--- src/rtl/muldiv_pkg.sv ---
// -----------------------------------------------------------------------------
// muldiv_pkg
// Shared definitions for the EX-stage multiply/divide unit:
//   DATA_W_DEFAULT  default operand / HI / LO width
//   muldiv_op_e     decoded op encoding (MULT, MULTU, DIV, DIVU)
//   muldiv_state_e  iteration FSM states (IDLE, RUN, FIX)
//   op_is_div / op_is_signed  decode helpers on the op encoding
// -----------------------------------------------------------------------------
package muldiv_pkg;

    localparam int DATA_W_DEFAULT = 32;

    typedef enum logic [1:0] {
        OP_MULT  = 2'b00,
        OP_MULTU = 2'b01,
        OP_DIV   = 2'b10,
        OP_DIVU  = 2'b11
    } muldiv_op_e;

    typedef enum logic [1:0] {
        ST_IDLE = 2'b00,
        ST_RUN  = 2'b01,
        ST_FIX  = 2'b10
    } muldiv_state_e;

    // Bit 1 of the encoding selects divide, bit 0 selects unsigned.
    function automatic logic op_is_div(input muldiv_op_e op);
        return op[1];
    endfunction

    function automatic logic op_is_signed(input muldiv_op_e op);
        return ~op[0];
    endfunction

endpackage

--- src/rtl/muldiv_sign_fix.sv ---
// -----------------------------------------------------------------------------
// muldiv_sign_fix
// Combinational sign handling shared by multiply and divide.
// Entry side: two's-complement magnitudes of both operands for signed ops.
// Exit side: sign correction of the raw unsigned result in FIX.
//   a, b          in   W   raw rs / rt operands
//   is_signed     in   1   op is MULT or DIV
//   abs_a, abs_b  out  W   operand magnitudes (unchanged for unsigned ops)
//   raw_hi/lo     in   W   unsigned iteration result ({product} or {rem, quot})
//   is_div        in   1   result belongs to a divide
//   neg_prod      in   1   negate the 2W-bit product
//   neg_quot      in   1   negate the quotient
//   neg_rem       in   1   negate the remainder
//   fix_hi/lo     out  W   corrected HI / LO values
// -----------------------------------------------------------------------------
module muldiv_sign_fix
    import muldiv_pkg::*;
#(
    parameter int W = DATA_W_DEFAULT
) (
    input  logic [W-1:0] a,
    input  logic [W-1:0] b,
    input  logic         is_signed,
    output logic [W-1:0] abs_a,
    output logic [W-1:0] abs_b,
    input  logic [W-1:0] raw_hi,
    input  logic [W-1:0] raw_lo,
    input  logic         is_div,
    input  logic         neg_prod,
    input  logic         neg_quot,
    input  logic         neg_rem,
    output logic [W-1:0] fix_hi,
    output logic [W-1:0] fix_lo
);

    logic [2*W-1:0] prod_neg;

    always_comb begin
        // The most negative value maps onto itself, which is the correct
        // unsigned magnitude 2^(W-1).
        abs_a    = (is_signed && a[W-1]) ? -a : a;
        abs_b    = (is_signed && b[W-1]) ? -b : b;
        prod_neg = -{raw_hi, raw_lo};
        fix_hi   = raw_hi;
        fix_lo   = raw_lo;
        if (is_div) begin
            if (neg_rem)  fix_hi = -raw_hi;
            if (neg_quot) fix_lo = -raw_lo;
        end else if (neg_prod) begin
            {fix_hi, fix_lo} = prod_neg;
        end
    end

endmodule

--- src/rtl/ex_muldiv_unit.sv ---
// -----------------------------------------------------------------------------
// ex_muldiv_unit
// Iterative radix-2 multiply/divide unit in EX that owns HI/LO. One iteration
// step per cycle for DATA_W cycles, then one FIX cycle that sign-corrects and
// writes HI/LO. Younger instructions touching the unit or HI/LO stall while
// an operation is in flight.
//
// Build option: define MULDIV_DIV_EN to include the divider. Without it,
// DIV/DIVU are ignored (never accepted, never stall), div_by_zero_o is 0.
//
// Ports:
//   clk_i, rst_i           clock, async active-high reset
//   op_valid_i, op_i       mul/div op present in EX and its encoding
//   rs_data_i, rt_data_i   forwarded operands (rs also carries MTHI/MTLO data)
//   flush_i                EX squashed; blocks acceptance this cycle
//   hi_rd_i, lo_rd_i       MFHI / MFLO in EX
//   hi_wr_i, lo_wr_i       MTHI / MTLO in EX
//   hi_o, lo_o             HI / LO contents
//   busy_o                 FSM not IDLE
//   stall_o                hold IF/ID/EX (combinational)
//   div_by_zero_o          one-cycle pulse after FIX of a divide by zero
//
// Handshake: an op is taken on a rising edge where op_valid_i & !flush_i and
// the FSM is IDLE. While busy, any request raises stall_o and the pipeline
// keeps re-presenting it until the first IDLE cycle.
// -----------------------------------------------------------------------------
module ex_muldiv_unit
    import muldiv_pkg::*;
#(
    parameter int DATA_W = DATA_W_DEFAULT
) (
    input  logic              clk_i,
    input  logic              rst_i,
    input  logic              op_valid_i,
    input  logic [1:0]        op_i,
    input  logic [DATA_W-1:0] rs_data_i,
    input  logic [DATA_W-1:0] rt_data_i,
    input  logic              flush_i,
    input  logic              hi_rd_i,
    input  logic              lo_rd_i,
    input  logic              hi_wr_i,
    input  logic              lo_wr_i,
    output logic [DATA_W-1:0] hi_o,
    output logic [DATA_W-1:0] lo_o,
    output logic              busy_o,
    output logic              stall_o,
    output logic              div_by_zero_o
);

    localparam int CNT_W = $clog2(DATA_W);

    muldiv_state_e     state, state_nx;
    muldiv_op_e        op_in, op_q;
    logic [DATA_W-1:0] acc;     // product high half / partial remainder
    logic [DATA_W-1:0] mq;      // multiplier -> product low half / dividend -> quotient
    logic [DATA_W-1:0] mcand;   // multiplicand or divisor magnitude
    logic [DATA_W-1:0] hi_q, lo_q;
    logic [CNT_W-1:0]  cnt;
    logic              neg_prod, neg_quot, neg_rem;

    logic              op_ok, accept, last_step;
    logic              in_signed, rs_neg, rt_neg, rt_zero;
    logic [DATA_W-1:0] abs_rs, abs_rt, res_hi, res_lo;
    logic [DATA_W-1:0] step_acc, step_mq;
    logic [DATA_W:0]   mul_sum;

    assign op_in     = muldiv_op_e'(op_i);
    assign in_signed = op_is_signed(op_in);
    assign rs_neg    = in_signed & rs_data_i[DATA_W-1];
    assign rt_neg    = in_signed & rt_data_i[DATA_W-1];
    assign rt_zero   = (rt_data_i == '0);

`ifdef MULDIV_DIV_EN
    assign op_ok = 1'b1;
`else
    assign op_ok = ~op_is_div(op_in);
`endif

    assign accept    = op_valid_i & ~flush_i & (state == ST_IDLE) & op_ok;
    assign last_step = (cnt == CNT_W'(DATA_W - 1));

    assign busy_o  = (state != ST_IDLE);
    assign stall_o = busy_o & ((op_valid_i & op_ok) | hi_rd_i | lo_rd_i | hi_wr_i | lo_wr_i);
    assign hi_o    = hi_q;
    assign lo_o    = lo_q;

    muldiv_sign_fix #(.W(DATA_W)) u_sign_fix (
        .a         (rs_data_i),
        .b         (rt_data_i),
        .is_signed (in_signed),
        .abs_a     (abs_rs),
        .abs_b     (abs_rt),
        .raw_hi    (acc),
        .raw_lo    (mq),
        .is_div    (op_is_div(op_q)),
        .neg_prod  (neg_prod),
        .neg_quot  (neg_quot),
        .neg_rem   (neg_rem),
        .fix_hi    (res_hi),
        .fix_lo    (res_lo)
    );

    // Shift-add multiply step: {carry, acc, mq} shifts right by one.
    assign mul_sum = {1'b0, acc} + {1'b0, (mq[0] ? mcand : {DATA_W{1'b0}})};

`ifdef MULDIV_DIV_EN
    // Restoring divide step: shift {acc, mq} left, subtract divisor if it fits.
    // The shifted remainder needs one extra bit; when the subtraction succeeds
    // the difference is below the divisor and fits DATA_W bits again.
    logic [DATA_W:0]   rem_sh;
    logic              rem_ge;
    logic [DATA_W-1:0] rem_diff;

    assign rem_sh   = {acc, mq[DATA_W-1]};
    assign rem_ge   = (rem_sh >= {1'b0, mcand});
    assign rem_diff = rem_sh[DATA_W-1:0] - mcand;
`endif

    always_comb begin
        step_acc = mul_sum[DATA_W:1];
        step_mq  = {mul_sum[0], mq[DATA_W-1:1]};
`ifdef MULDIV_DIV_EN
        if (op_is_div(op_q)) begin
            step_acc = rem_ge ? rem_diff : rem_sh[DATA_W-1:0];
            step_mq  = {mq[DATA_W-2:0], rem_ge};
        end
`endif
    end

    // FSM next state
    always_comb begin
        state_nx = state;
        case (state)
            ST_IDLE: if (accept) state_nx = ST_RUN;
            ST_RUN:  if (last_step) state_nx = ST_FIX;
            ST_FIX:  state_nx = ST_IDLE;
            default: state_nx = ST_IDLE;
        endcase
    end

    always_ff @(posedge clk_i or posedge rst_i) begin
        if (rst_i) begin
            state    <= ST_IDLE;
            op_q     <= OP_MULT;
            acc      <= '0;
            mq       <= '0;
            mcand    <= '0;
            hi_q     <= '0;
            lo_q     <= '0;
            cnt      <= '0;
            neg_prod <= 1'b0;
            neg_quot <= 1'b0;
            neg_rem  <= 1'b0;
        end else begin
            state <= state_nx;
            case (state)
                ST_IDLE: begin
                    // MTHI/MTLO land even on an accept edge; FIX overwrites later.
                    if (hi_wr_i) hi_q <= rs_data_i;
                    if (lo_wr_i) lo_q <= rs_data_i;
                    if (accept) begin
                        op_q     <= op_in;
                        cnt      <= '0;
                        acc      <= '0;
                        mq       <= op_is_div(op_in) ? abs_rs : abs_rt;
                        mcand    <= op_is_div(op_in) ? abs_rt : abs_rs;
                        neg_prod <= rs_neg ^ rt_neg;
                        // Divide by zero: the restoring loop yields an all-ones
                        // quotient and |rs| as remainder, so suppressing only the
                        // quotient negation gives LO = ~0 and HI = rs.
                        neg_quot <= (rs_neg ^ rt_neg) & ~rt_zero;
                        neg_rem  <= rs_neg;
                    end
                end
                ST_RUN: begin
                    acc <= step_acc;
                    mq  <= step_mq;
                    cnt <= cnt + CNT_W'(1);
                end
                ST_FIX: begin
                    hi_q <= res_hi;
                    lo_q <= res_lo;
                end
                default: ;
            endcase
        end
    end

`ifdef MULDIV_DIV_EN
    logic dbz_q, dbz_pulse;

    always_ff @(posedge clk_i or posedge rst_i) begin
        if (rst_i) begin
            dbz_q     <= 1'b0;
            dbz_pulse <= 1'b0;
        end else begin
            dbz_pulse <= (state == ST_FIX) & op_is_div(op_q) & dbz_q;
            if (accept) dbz_q <= rt_zero;
        end
    end

    assign div_by_zero_o = dbz_pulse;
`else
    assign div_by_zero_o = 1'b0;
`endif

endmodule

--- config.mk ---
export PLATFORM = sky130hd
export DESIGN_NAME = ex_muldiv_unit
export DESIGN_NICKNAME = d
export VERILOG_FILES = /design/src/rtl/muldiv_pkg.sv /design/src/rtl/muldiv_sign_fix.sv /design/src/rtl/ex_muldiv_unit.sv
export SDC_FILE = /design/constraint.sdc
export NUM_CORES = 1
export LEC_CHECK = 0
export CORE_MARGIN = 2
export CORE_UTILIZATION = 46
export DETAILED_ROUTE_END_ITERATION = 8
export GPL_TIMING_DRIVEN = 0
export PLACE_DENSITY = 0.68
export SYNTH_ARGS = -nofsm -noshare
export SYNTH_HDL_FRONTEND = slang
export SYNTH_SLANG_ARGS = --single-unit
--- constraint.sdc ---
create_clock -name clk_i -period 14.5 [get_ports clk_i]
set_clock_uncertainty 0.15 [all_clocks]
set_input_delay 1.45 -clock clk_i [delete_from_list [all_inputs] [get_ports clk_i]]
set_output_delay 1.45 -clock clk_i [all_outputs]
set_load 0.05 [all_outputs]
# After elaboration in Yosys (flattened, before gate mapping)
# Cells that the tools add are included.
# word_totals
reg_bits	172
output_inout_bits	67
# classes
n_addsub	7
eq_ne	7
muxes	24
bitwise	17
n_reduce_logical	12
# ops
op	count
$mux W32	15
$pmux W32 S2	4
$neg A32 Y32	4
$neg A64 Y64	1
$add A32 B32 Y33	1
$logic_not A32 Y1	1
$pmux W5 S2	1
$reduce_and A2 Y1	5
$and A1 B1 Y1	8
$ne A2 B2 Y1 const B	4
$reduce_bool A2 Y1	3
$add A5 B1 Y5 const B	1
$eq A5 B5 Y1 const B	1
$mux W5	1
$mux W2	2
$not A1 Y1	4
$or A1 B1 Y1	4
$pmux W2 S2	1
$eq A2 B1 Y1 const B	1
$eq A2 B2 Y1 const B	1
$logic_and A1 B1 Y1	2
$logic_not A2 Y1	1
$xor A1 B1 Y1	1

# Logic depth before layout (Yosys ltp)
# Gate-level depths: netlist of run 1.
# depth
word_depth	7
mapped_depth	13

# By module
# Synthesis of run 1 repeated with hierarchy kept, for this count alone.
# unflattened
cells_unflattened	1568
area_unflattened_um2	12582.1
# modules_own_cells
module	n_inst	cells_each	area_per_inst_um2
ex_muldiv_unit	1	1082	9484.1
muldiv_sign_fix	1	486	3098.0

# Worst setup path after synthesis of run 1
# OpenSTA, ideal clock, no wires.
# synth_path
path_kind	input-to-output
from	in op_i[1]
to	out stall_o
arrival_ps	2722
t_required_ps	12900
setup_slack_ps	10178
stages	2
path_buffers	0
path_cell_list	nand2b_1 a21boi_0
# synth_via
elab_chain_cells	7
# synth_lines
element	line_no	source
start: declaration	ex_muldiv_unit.sv:35	input logic [1:0] op_i,
$not A1 Y1	ex_muldiv_unit.sv:76	assign op_ok = ~op_is_div(op_in);
$and A1 B1 Y1	ex_muldiv_unit.sv:83	assign stall_o = busy_o & ((op_valid_i & op_ok) | hi_rd_i | lo_rd_i | hi_wr_i | lo_wr_i);
$or A1 B1 Y1 (4 in a row)	ex_muldiv_unit.sv:83	
$and A1 B1 Y1	ex_muldiv_unit.sv:83	
end: declaration	ex_muldiv_unit.sv:46	output logic stall_o,
# No other way between the ends.

# Final worst setup path of run 1
# layout_path
from	in hi_wr_i
to	out stall_o
# layout_via
elab_chain_cells	3
# layout_lines
element	line_no	source
start: declaration	ex_muldiv_unit.sv:41	input logic hi_wr_i,
$or A1 B1 Y1 (2 in a row)	ex_muldiv_unit.sv:83	
$and A1 B1 Y1	ex_muldiv_unit.sv:83	
# No other way between the ends.

==> results of run 1 <==
Yosys cell counts (all sizes together), types with 2 or more instances:
library cell / count
o21ai: 210
dfrtp: 171
nand2: 154
a21oi: 111
nor2: 92
xnor2: 78
clkbuf: 74
xor2: 54
a22oi: 39
nor3: 39
ha: 38
and2: 36
inv: 25
nor4: 25
nand3: 23
a31oi: 19
o31ai: 17
nand2b: 15
mux2i: 14
nand4: 14
o22ai: 12
a21o: 11
buf: 11
or3: 11
a211oi: 10
nor2b: 9
o41ai: 9
a32o: 7
and3: 7
o21bai: 7
or4: 7
o211ai: 5
o21a: 5
a21boi: 4
nand4b: 4
or2: 4
a221o: 3
a221oi: 3
nor3b: 3
nor4b: 3
a41oi: 2
nand3b: 2
o221ai: 2
o32a: 2
registers in the layout, indices dropped and copies added (netlist names):
name,cells
lo_o,32
mq,32
neg_rem,1
hi_o,32
neg_prod,1
mcand,32
op_q,1
neg_quot,1
cnt,5
state,2
acc,32
kinds of logic after synthesis:
group,Yosys count,synth area share [%]
other,1,0.0320
AND/OR/NAND/NOR,453,19.6
multiplexers,14,1.20
adder cells (fa/ha/maj),39,4.23
AO/OA/AOI/OAI,488,24.9
XOR/XNOR,132,9.87
buffers and inverters,110,3.63
flip-flops,171,36.5
metal layers:
layer,vias up,global-route usage [%]
met3,113,4.80
met5,-,0
li1,5422,-
met1,5717,44.7
met2,590,52.4
met4,2,12.2
through the flow:
stage                     instances  instance area [sq um]  setup WS, ns  utilization [%]
final                          1908                  14100          9.07             56.2
after global routing           1908                  14100          9.15             56.2
after detailed placement       1876                  13500          9.19             53.9
after global placement         1875                  13500          5.71             53.8
after CTS                      1908                  14100          9.17             56.2
after floorplan                1408                  11700          8.27                -
layout make-up:
type                            instances  area share [%]
Buffer                                 85            2.35
Clock buffer                           17            3.01
Clock inverter                         15            1.18
Inverter                               25           0.718
Multi-Input combinational cell       1127            49.6
Sequential cell                       171            30.3
Tap cell                              330            2.92
Timing Repair Buffer                  138            9.90
power by group through the flow:
stage | Clock (uW) | Sequential [uW] | Combinational (uW)
3_5_place_dp | 0 | 959 | 1840
3_3_place_gp | 0 | 955 | 1830
2_1_floorplan | 0 | 1160 | 994
4_1_cts | 475 | 952 | 1850
6_report | 477 | 960 | 1870
5_1_grt | 496 | 980 | 2030
critical path, delay by kind of cell:
kind	cells	cell delay (ns)
buffers and inverters	2	1.25
AOI/OAI and AO/OA	1	0.22
and+or+nand+nor	1	0.90
how the worst max path moves through the flow:
stage	end	slack, ns	cells after the start
after floorplan	acc[0]	8.27	1
after global placement	lo_o[24]	5.71	2
after detailed placement	stall_o	9.19	4
after CTS	stall_o	9.17	4
after global routing	stall_o	9.15	4
final	stall_o	9.07	4
==> results.ini, run 1 <==
[clock_tree]
cts_clock_pin_slew_for_the_worst_setup_and_hold_paths_ns=0.07
numCtsBuffers=17
clk-insertion-delay-late_ns=0.44
max-clock-path-buffers=2
cts_sinks=171
cts_tree=yes
h-tree-depth=4
post_cts.repair.setup_buffers=0
cts.repair.resized=0
cts_root_buffer=clkbuf_16
hold_buffers=0

[routing]
routed.top_layer=met5
drtPass1Iterations=5
m1WireLength_um=18400
drtIter0Drc=1223
wl_met2_um=20000
postRouteWirelength_um=43600
routed_wire_length_per_instance_um=22.9
via_per_inst=6.21
drc_errors=0
final_antenna_net_count=0
num_vias=11800
amount_of_wire_on_met3_after_detailed_routing_um=3330

[global_routing]
initial_antenna_violation_count=1
number_of_global_route_vias_before_repair=11100
globalRouteTotalUtil_pct=32.6
largest_net_degree_at_the_start_of_global_routing=93
grt-ovfl-total=0
wire_length_of_the_first_global_routing_pass_um=66000

[hold_path]
timing.hold.worst_path_depth=2
hold_start=mcand[21]
worst_hold_path.endpoint=mcand[21]
hold_path_class=flop to flop

[yosys]
mappedNetlistNets=1521
yosys_register_bits=171
syn_area_per_cell_sq_um=8.32
yosysSeqAreaShare_pct=36.5
synth_cells=1408
postSynth.asyncResetShare_pct=100
ys_warn_count=0
synth.lib_cells_used.distinct=76
synth_enable_flop_cells=0
synth_top_cell_area_share_pct=36.5
synth_largest_area_cell=dfrtp_1
syn-cell-area_sq_um=11700
ys_top_cells_by_area=dfrtp_1, o21ai_0, xnor2_1
synth_flop_cell=dfrtp_1

[timing]
finalMaxSlewViolations=0
worst_hold_slack_ns=0.326
slew-limit-headroom_pct=27.8
setup_viol=0
part_of_the_cycle_the_worst_path_needs_pct=37.4
hold_viol_final=0
final_period_minus_worst_setup_slack_ns=5.43
setup_tns_ns=0
fmaxAchievable_ghz=0.184
worstMarginPinSlew_ns=1.07
rsz0062_at_grt=no

[setup_path]
critical_path.reg2reg.startpoint=mq[0]
critical_path.cell_chain=clkdlybuf4s50_1 > nor4_1 > a21boi_0 > clkdlybuf4s50_1
worst-path-max-fanout=2
crit_type=input port to primary output
endpoint_of_the_lowest_slack_register_to_register_path=acc[29]
worstSetupStartpoint=hi_wr_i
worst_setup_path_start_kind=input port
max_stage_delay_ns=0.90
r2r.worst_path.cells=11
endpoint_kind=primary output
cp.arrival_ns=3.83
ff2ff_setup_slack_ns=9.89
crit_slowest_cell=nor4_1
critical_path.most_common_cell=clkdlybuf4s50_1
worst_ep_required_time_ns=12.90

[floorplanning]
top_level_ports=141
die-area_sq_um=26800
start_util_pct=46.6
chipHeight_um=164
core_sq_um=25100
core.rowCount=58
floorplan.die.width_um=164

[layout]
area_growth_syn_to_layout_pct=20.6
final.fill_count=2345
layout_commonest_cell=o21ai_0
ratio_of_cells_with_drive_above_1_in_the_final_layout_pct=3.99
antenna_cells=0
mostFrequentLayoutCells=o21ai_0, dfrtp_1, nand2_1, clkdlybuf4s50_1, a21oi_1
regArea_sq_um=4280
multi_input_area_sq_um=7010
final_net_count=1678

[placement]
globalplace.congestion=1.01
placement.io_buffers=137
place.detailed.hpwl_um=33800

[power_and_ir_drop]
power_per_cell_area_nw_per_um2=234
net_switching_fraction_of_the_power_pct=51.3
power.sequential.fraction_pct=29.0
power.net_switching_uw=1700
design_power_total_uw=3310
vdd.ir_drop.worst_uv=130
power.clock.fraction_pct=14.4
power.leakage_uw=0.00561
internal_power_uw=1610
share_comb_of_total_power_pct=56.6

[run]
maxCapViolCount=0

[run_status]
run_status=finished, final reports clean

Power figures use the tool's default switching activity.
==> run 2, diff against run 1 <==
--- a/config.mk
+++ b/config.mk
@@ -9,7 +9,7 @@
 export CORE_UTILIZATION = 46
 export DETAILED_ROUTE_END_ITERATION = 8
 export GPL_TIMING_DRIVEN = 0
-export PLACE_DENSITY = 0.68
+export PLACE_DENSITY = 0.7
 export SYNTH_ARGS = -nofsm -noshare
 export SYNTH_HDL_FRONTEND = slang
 export SYNTH_SLANG_ARGS = --single-unit
==> constraint.sdc (replaced) <==
create_clock -name clk_i -period 4.8 [get_ports clk_i]
set_clock_uncertainty 0.15 [all_clocks]
set_input_delay 0.48 -clock clk_i [delete_from_list [all_inputs] [get_ports clk_i]]
set_output_delay 0.48 -clock clk_i [all_outputs]
set_load 0.05 [all_outputs]
==> results.ini, run 2 (same netlist as run 1, synthesis figures left out) <==
[run_status]
run_status=finished, final reports clean

[power_and_ir_drop]
power_per_cell_area_nw_per_um2=706  ; +200%
vdd.ir_drop.worst_uv=336  ; +160%
power.leakage_uw=0.00561  ; about the same

[placement]
placement.io_buffers=137  ; unchanged
place.detailed.hpwl_um=34400  ; +1.8%
place_ws_ns=0.373  ; -8.82 ns
globalplace.congestion=0.972  ; -3.4%

[timing]
final_period_minus_worst_setup_slack_ns=4.57
rsz0062_at_grt=no
setup_tns_ns=0  ; unchanged
finalMaxSlewViolations=0  ; unchanged
setup_viol=0  ; unchanged
worst_hold_slack_ns=0.325  ; -0.000912 ns
worstMarginPinSlew_ns=1.08  ; +0.0105 ns
hold_viol_final=0  ; unchanged
fmaxAchievable_ghz=0.219
part_of_the_cycle_the_worst_path_needs_pct=95.2
slew-limit-headroom_pct=27.1  ; -0.70 points
finalWorstSetupSlack_ns=0.232  ; -8.84 ns

[setup_path]
worst_setup_path_start_kind=flop
ff2ff_setup_slack_ns=0.23  ; -9.66 ns
critical_path.reg2reg.startpoint=mq[0]
crit_type=flop to flop
endpoint_of_the_lowest_slack_register_to_register_path=acc[29]
endpoint_kind=flop
r2r.worst_path.cells=13  ; +2
cp.arrival_ns=4.75  ; +0.92 ns
worst-path-max-fanout=10  ; +8
worst_ep_required_time_ns=4.98  ; -7.92 ns

[floorplanning]
die-area_sq_um=26800  ; unchanged
core_sq_um=25100  ; unchanged
chipHeight_um=164  ; unchanged
floorplan.die.width_um=164  ; unchanged
core.rowCount=58  ; unchanged
top_level_ports=141  ; unchanged
start_util_pct=46.6  ; unchanged

[clock_tree]
hold_buffers=0  ; unchanged
cts.repair.resized=0  ; unchanged
cts_root_buffer=clkbuf_16
post_cts.repair.setup_buffers=0  ; unchanged
cts_sinks=171  ; unchanged
cts_clock_pin_slew_for_the_worst_setup_and_hold_paths_ns=0.08  ; about the same
cts_tree=yes
max-clock-path-buffers=2  ; unchanged
clk-insertion-delay-late_ns=0.45  ; about the same
numCtsBuffers=17  ; unchanged
h-tree-depth=4  ; unchanged

[global_routing]
gr-usage-met1_pct=44.7  ; about the same
wire_length_of_the_first_global_routing_pass_um=67300  ; +2.0%
global_route_met3_utilization_pct=5.79  ; +0.99 points
grt_use_met2_pct=52.5  ; +0.12 points
globalRoute.busiestLayer=met2
initial_antenna_violation_count=1  ; unchanged
grt-ovfl-total=0  ; unchanged
globalRouteTotalUtil_pct=33.4  ; +0.72 points
largest_net_degree_at_the_start_of_global_routing=41  ; -56%
number_of_global_route_vias_before_repair=11600  ; +3.8%

[layout]
antenna_cells=0  ; unchanged
final_net_count=1681  ; +0.18%
area_growth_syn_to_layout_pct=20.9
layout_commonest_cell=o21ai_0
mostFrequentLayoutCells=o21ai_0, dfrtp_1, nand2_1, clkdlybuf4s50_1, a21oi_1
ratio_of_cells_with_drive_above_1_in_the_final_layout_pct=4.17  ; +0.18 points

[hold_path]
hold_start=mcand[9]
hold_path_class=flop to flop
timing.hold.worst_path_depth=2  ; unchanged
worst_hold_path.endpoint=mcand[9]

[routing]
drtPass1Iterations=6  ; +1
via_per_inst=6.24  ; +0.48%
postRouteWirelength_um=44000  ; +0.71%
drtIter0Drc=1341  ; +9.6%
drc_errors=0  ; unchanged
routed_wire_length_per_instance_um=23.0  ; +0.55%
num_vias=11900  ; +0.64%
final_antenna_net_count=0  ; unchanged

[run]
maxCapViolCount=0  ; unchanged

## run 2: cell count changes in the layout (fill, tap and decap cells not counted), moves of 2 or more
cell | before | now
inv_6 | 5 | 2
clkinvlp_4 | 0 | 4
clkinv_8 | 1 | 3
buf_12 | 0 | 4
## run 2: metrics by stage
step	util, %	cell area, sq um	power, uW	std cells
floorplan	-	11700	6510	1408
global placement	53.8	13500	8410	1875
detailed placement	54.1	13600	8500	1879
CTS	56.4	14200	9900	1911
global route	56.4	14200	10600	1911
finish	56.4	14200	9990	1911
## run 2: worst max-delay path by stage
stage	start	end	slack, ns	cells past startpoint
final	mq[0]	acc[29]	0.23	13
after global routing	mq[0]	acc[29]	0.07	13
after CTS	mq[0]	acc[29]	0.33	13
after detailed placement	mq[0]	acc[29]	0.37	13
after global placement	mq[0]	acc[29]	0.37	11
after floorplan	mq[0]	acc[29]	1.56	13
## run 2: critical path, stage by stage (launching register included)
cell and delay [ns]:
dfrtp_1 0.33, clkbuf_1 0.58, clkbuf_1 0.39, and2_1 0.19, ha_1 0.19, inv_1 0.07, fa_1 0.42, nor2b_1 0.18
o2111ai_1 0.17, a211oi_1 0.59, nor4_2 0.19, o31ai_1 0.63, o21ai_0 0.19, a21o_1 0.18
## run 2: final cells by class
cell class	count	area, sq um
inverters	25	97.6
multi-input cells	1127	7010
clock buffers	17	425
repair buffers	141	1450
fillers	2373	10900
plain buffers	85	332
flip-flops and latches	171	4280
well taps	330	413
clock inverters	15	156
## run 2: report_power, final
part / switching, uW / internal (uW)
Sequential: 786 / 2120
Combinational: 3680 / 2010
Clock: 699 / 693
## run 2: routing by layer
layer	vias to the layer above	routed length [um]	part of all wire (%)
met5	-	86	0.20
met4	2	2080	4.7
met3	128	3280	7.4
met2	627	20000	46
met1	5750	18500	42
li1	5413	-	-
==> run 3, diff against run 2 <==
--- a/config.mk
+++ b/config.mk
@@ -5,11 +5,10 @@
 export SDC_FILE = /design/constraint.sdc
 export NUM_CORES = 1
 export LEC_CHECK = 0
-export CORE_MARGIN = 2
-export CORE_UTILIZATION = 46
+export CORE_UTILIZATION = 52
 export DETAILED_ROUTE_END_ITERATION = 8
 export GPL_TIMING_DRIVEN = 0
-export PLACE_DENSITY = 0.7
+export PLACE_DENSITY = 0.78
 export SYNTH_ARGS = -nofsm -noshare
 export SYNTH_HDL_FRONTEND = slang
 export SYNTH_SLANG_ARGS = --single-unit
==> results.ini, run 3 (same netlist as run 1, synthesis figures left out) <==
[run_status]
run_status=finished with violations
violations=design-rule violations

[setup_path]
worst_ep_required_time_ns=4.98  ; about the same
endpoint_kind=flop
cp.arrival_ns=4.76  ; about the same
crit_type=flop to flop
worst-path-max-fanout=10  ; unchanged
r2r.worst_path.cells=11  ; -2
worst_setup_path_start_kind=flop
endpoint_of_the_lowest_slack_register_to_register_path=acc[29]
ff2ff_setup_slack_ns=0.23  ; about the same
critical_path.reg2reg.startpoint=mq[0]

[floorplanning]
die-area_sq_um=23100  ; -14%
top_level_ports=141  ; unchanged
chipHeight_um=152  ; -7.0%
core_sq_um=22000  ; -13%
floorplan.die.width_um=152  ; -7.0%
core.rowCount=54  ; -6.9%
start_util_pct=53.3  ; +6.7 points

[placement]
globalplace.congestion=1.00  ; +3.2%
placement.io_buffers=137  ; unchanged
place.detailed.hpwl_um=33000  ; -4.2%

[routing]
via_per_inst=6.52  ; +4.6%
num_vias=12100  ; +1.8%
final_antenna_net_count=0  ; unchanged
drtIter0Drc=1254  ; -6.5%
postRouteWirelength_um=42600  ; -3.2%
drc_errors=14  ; +14
routed_wire_length_per_instance_um=22.9  ; -0.61%
drtPass1Iterations=8  ; +2

[layout]
layout.core_utilization_pct=64.1  ; +7.7 points
area_growth_syn_to_layout_pct=20.2
final_net_count=1681  ; unchanged
antenna_cells=0  ; unchanged
layout_commonest_cell=o21ai_0
regArea_sq_um=4280  ; unchanged
ratio_of_cells_with_drive_above_1_in_the_final_layout_pct=4.17  ; unchanged
final.fill_count=1848  ; -22%
multi_input_area_sq_um=7010  ; unchanged
mostFrequentLayoutCells=o21ai_0, dfrtp_1, nand2_1, clkdlybuf4s50_1, a21oi_1

[clock_tree]
hold_buffers=0  ; unchanged
cts.repair.resized=0  ; unchanged
h-tree-depth=4  ; unchanged
max-clock-path-buffers=2  ; unchanged
cts_clock_pin_slew_for_the_worst_setup_and_hold_paths_ns=0.08  ; about the same
cts_sinks=171  ; unchanged
numCtsBuffers=17  ; unchanged
clk-insertion-delay-late_ns=0.45  ; about the same
post_cts.repair.setup_buffers=0  ; unchanged
cts_tree=yes
cts_root_buffer=clkbuf_16

[global_routing]
wire_length_of_the_first_global_routing_pass_um=65100  ; -3.2%
number_of_global_route_vias_before_repair=11600  ; +0.0086%
grt-ovfl-total=0  ; unchanged
globalRouteTotalUtil_pct=36.7  ; +3.3 points
initial_antenna_violation_count=1  ; unchanged
largest_net_degree_at_the_start_of_global_routing=44  ; +7.3%

[timing]
slew-limit-headroom_pct=29.7  ; +2.6 points
setup_viol=0  ; unchanged
final_period_minus_worst_setup_slack_ns=4.57  ; +0.00641 ns
part_of_the_cycle_the_worst_path_needs_pct=95.3  ; +0.13 points
worstMarginPinSlew_ns=1.04  ; -0.0385 ns
rsz0062_at_grt=no
finalMaxSlewViolations=0  ; unchanged
fmaxAchievable_ghz=0.219  ; -0.14%
setup_tns_ns=0  ; unchanged
hold_viol_final=0  ; unchanged

[power_and_ir_drop]
vdd.ir_drop.worst_uv=376  ; +12%
power_per_cell_area_nw_per_um2=707  ; +0.24%
power.leakage_uw=0.00560  ; -0.12%

[hold_path]
hold_path_class=input port to asynchronous set/reset pin

[run]
maxCapViolCount=0  ; unchanged

==> run 3: worst max-delay path by stage <==
stage               slack, ns  startpoint      end
finish                   0.23       mq[0]  acc[29]
global route             0.07       mq[0]  acc[29]
CTS                      0.37       mq[0]  acc[29]
detailed placement       0.39       mq[0]  acc[29]
global placement         0.43       mq[0]  acc[29]
floorplan                1.56       mq[0]  acc[29]
==> run 3: area by class of cell <==
class / instances / share of cell area [%]
buffer: 85 / 2.35
clock buffer: 18 / 3.12
clock inverter: 14 / 0.897
inverter: 25 / 0.693
multi-input combinational: 1127 / 49.8
sequential: 171 / 30.4
tap: 280 / 2.49
timing repair buffer: 141 / 10.3
==> run 3: metrics by stage <==
| step | std cells | total power (uW) | hold slack (ns) | instance area (sq um) | setup slack, ns |
|---|---|---|---|---|---|
| finish | 1861 | 9960 | 0.259 | 14100 | 0.226 |
| global route | 1861 | 10500 | 0.306 | 14100 | 0.0742 |
| CTS | 1861 | 9820 | 0.274 | 14100 | 0.371 |
| detailed placement | 1829 | 8420 | 0.313 | 13500 | 0.386 |
| global placement | 1825 | 8310 | 0.308 | 13400 | 0.432 |
| floorplan | 1408 | 6510 | 0.292 | 11700 | 1.56 |
==> run 3: report_power, final <==
part	total, uW	switching [uW]	internal [uW]
registers	2900	773	2120
clock network	1380	685	700
logic	5680	3670	2010
total	9960	5130	4830
==> run 3: layer usage <==
layer | GRT usage, % | share of wire (%) | vias up
met3 | 8.70 | 9.9 | 147
met4 | 17.7 | 4.8 | 2
met2 | 58.6 | 45 | 723
li1 | - | - | 5424
met5 | 0 | 0.040 | -
met1 | 47.0 | 40 | 5841
==> run 3: worst max-delay path: stages, from the launching register on <==
cell,delay (ns)
dfrtp_1,0.33
clkbuf_1,0.58
clkbuf_1,0.53
nand2_1,0.24
fa_1,0.50
nor2b_1,0.17
o2111ai_1,0.18
a211oi_1,0.60
nor4_2,0.18
o31ai_1,0.63
o21ai_0,0.20
a21o_1,0.18
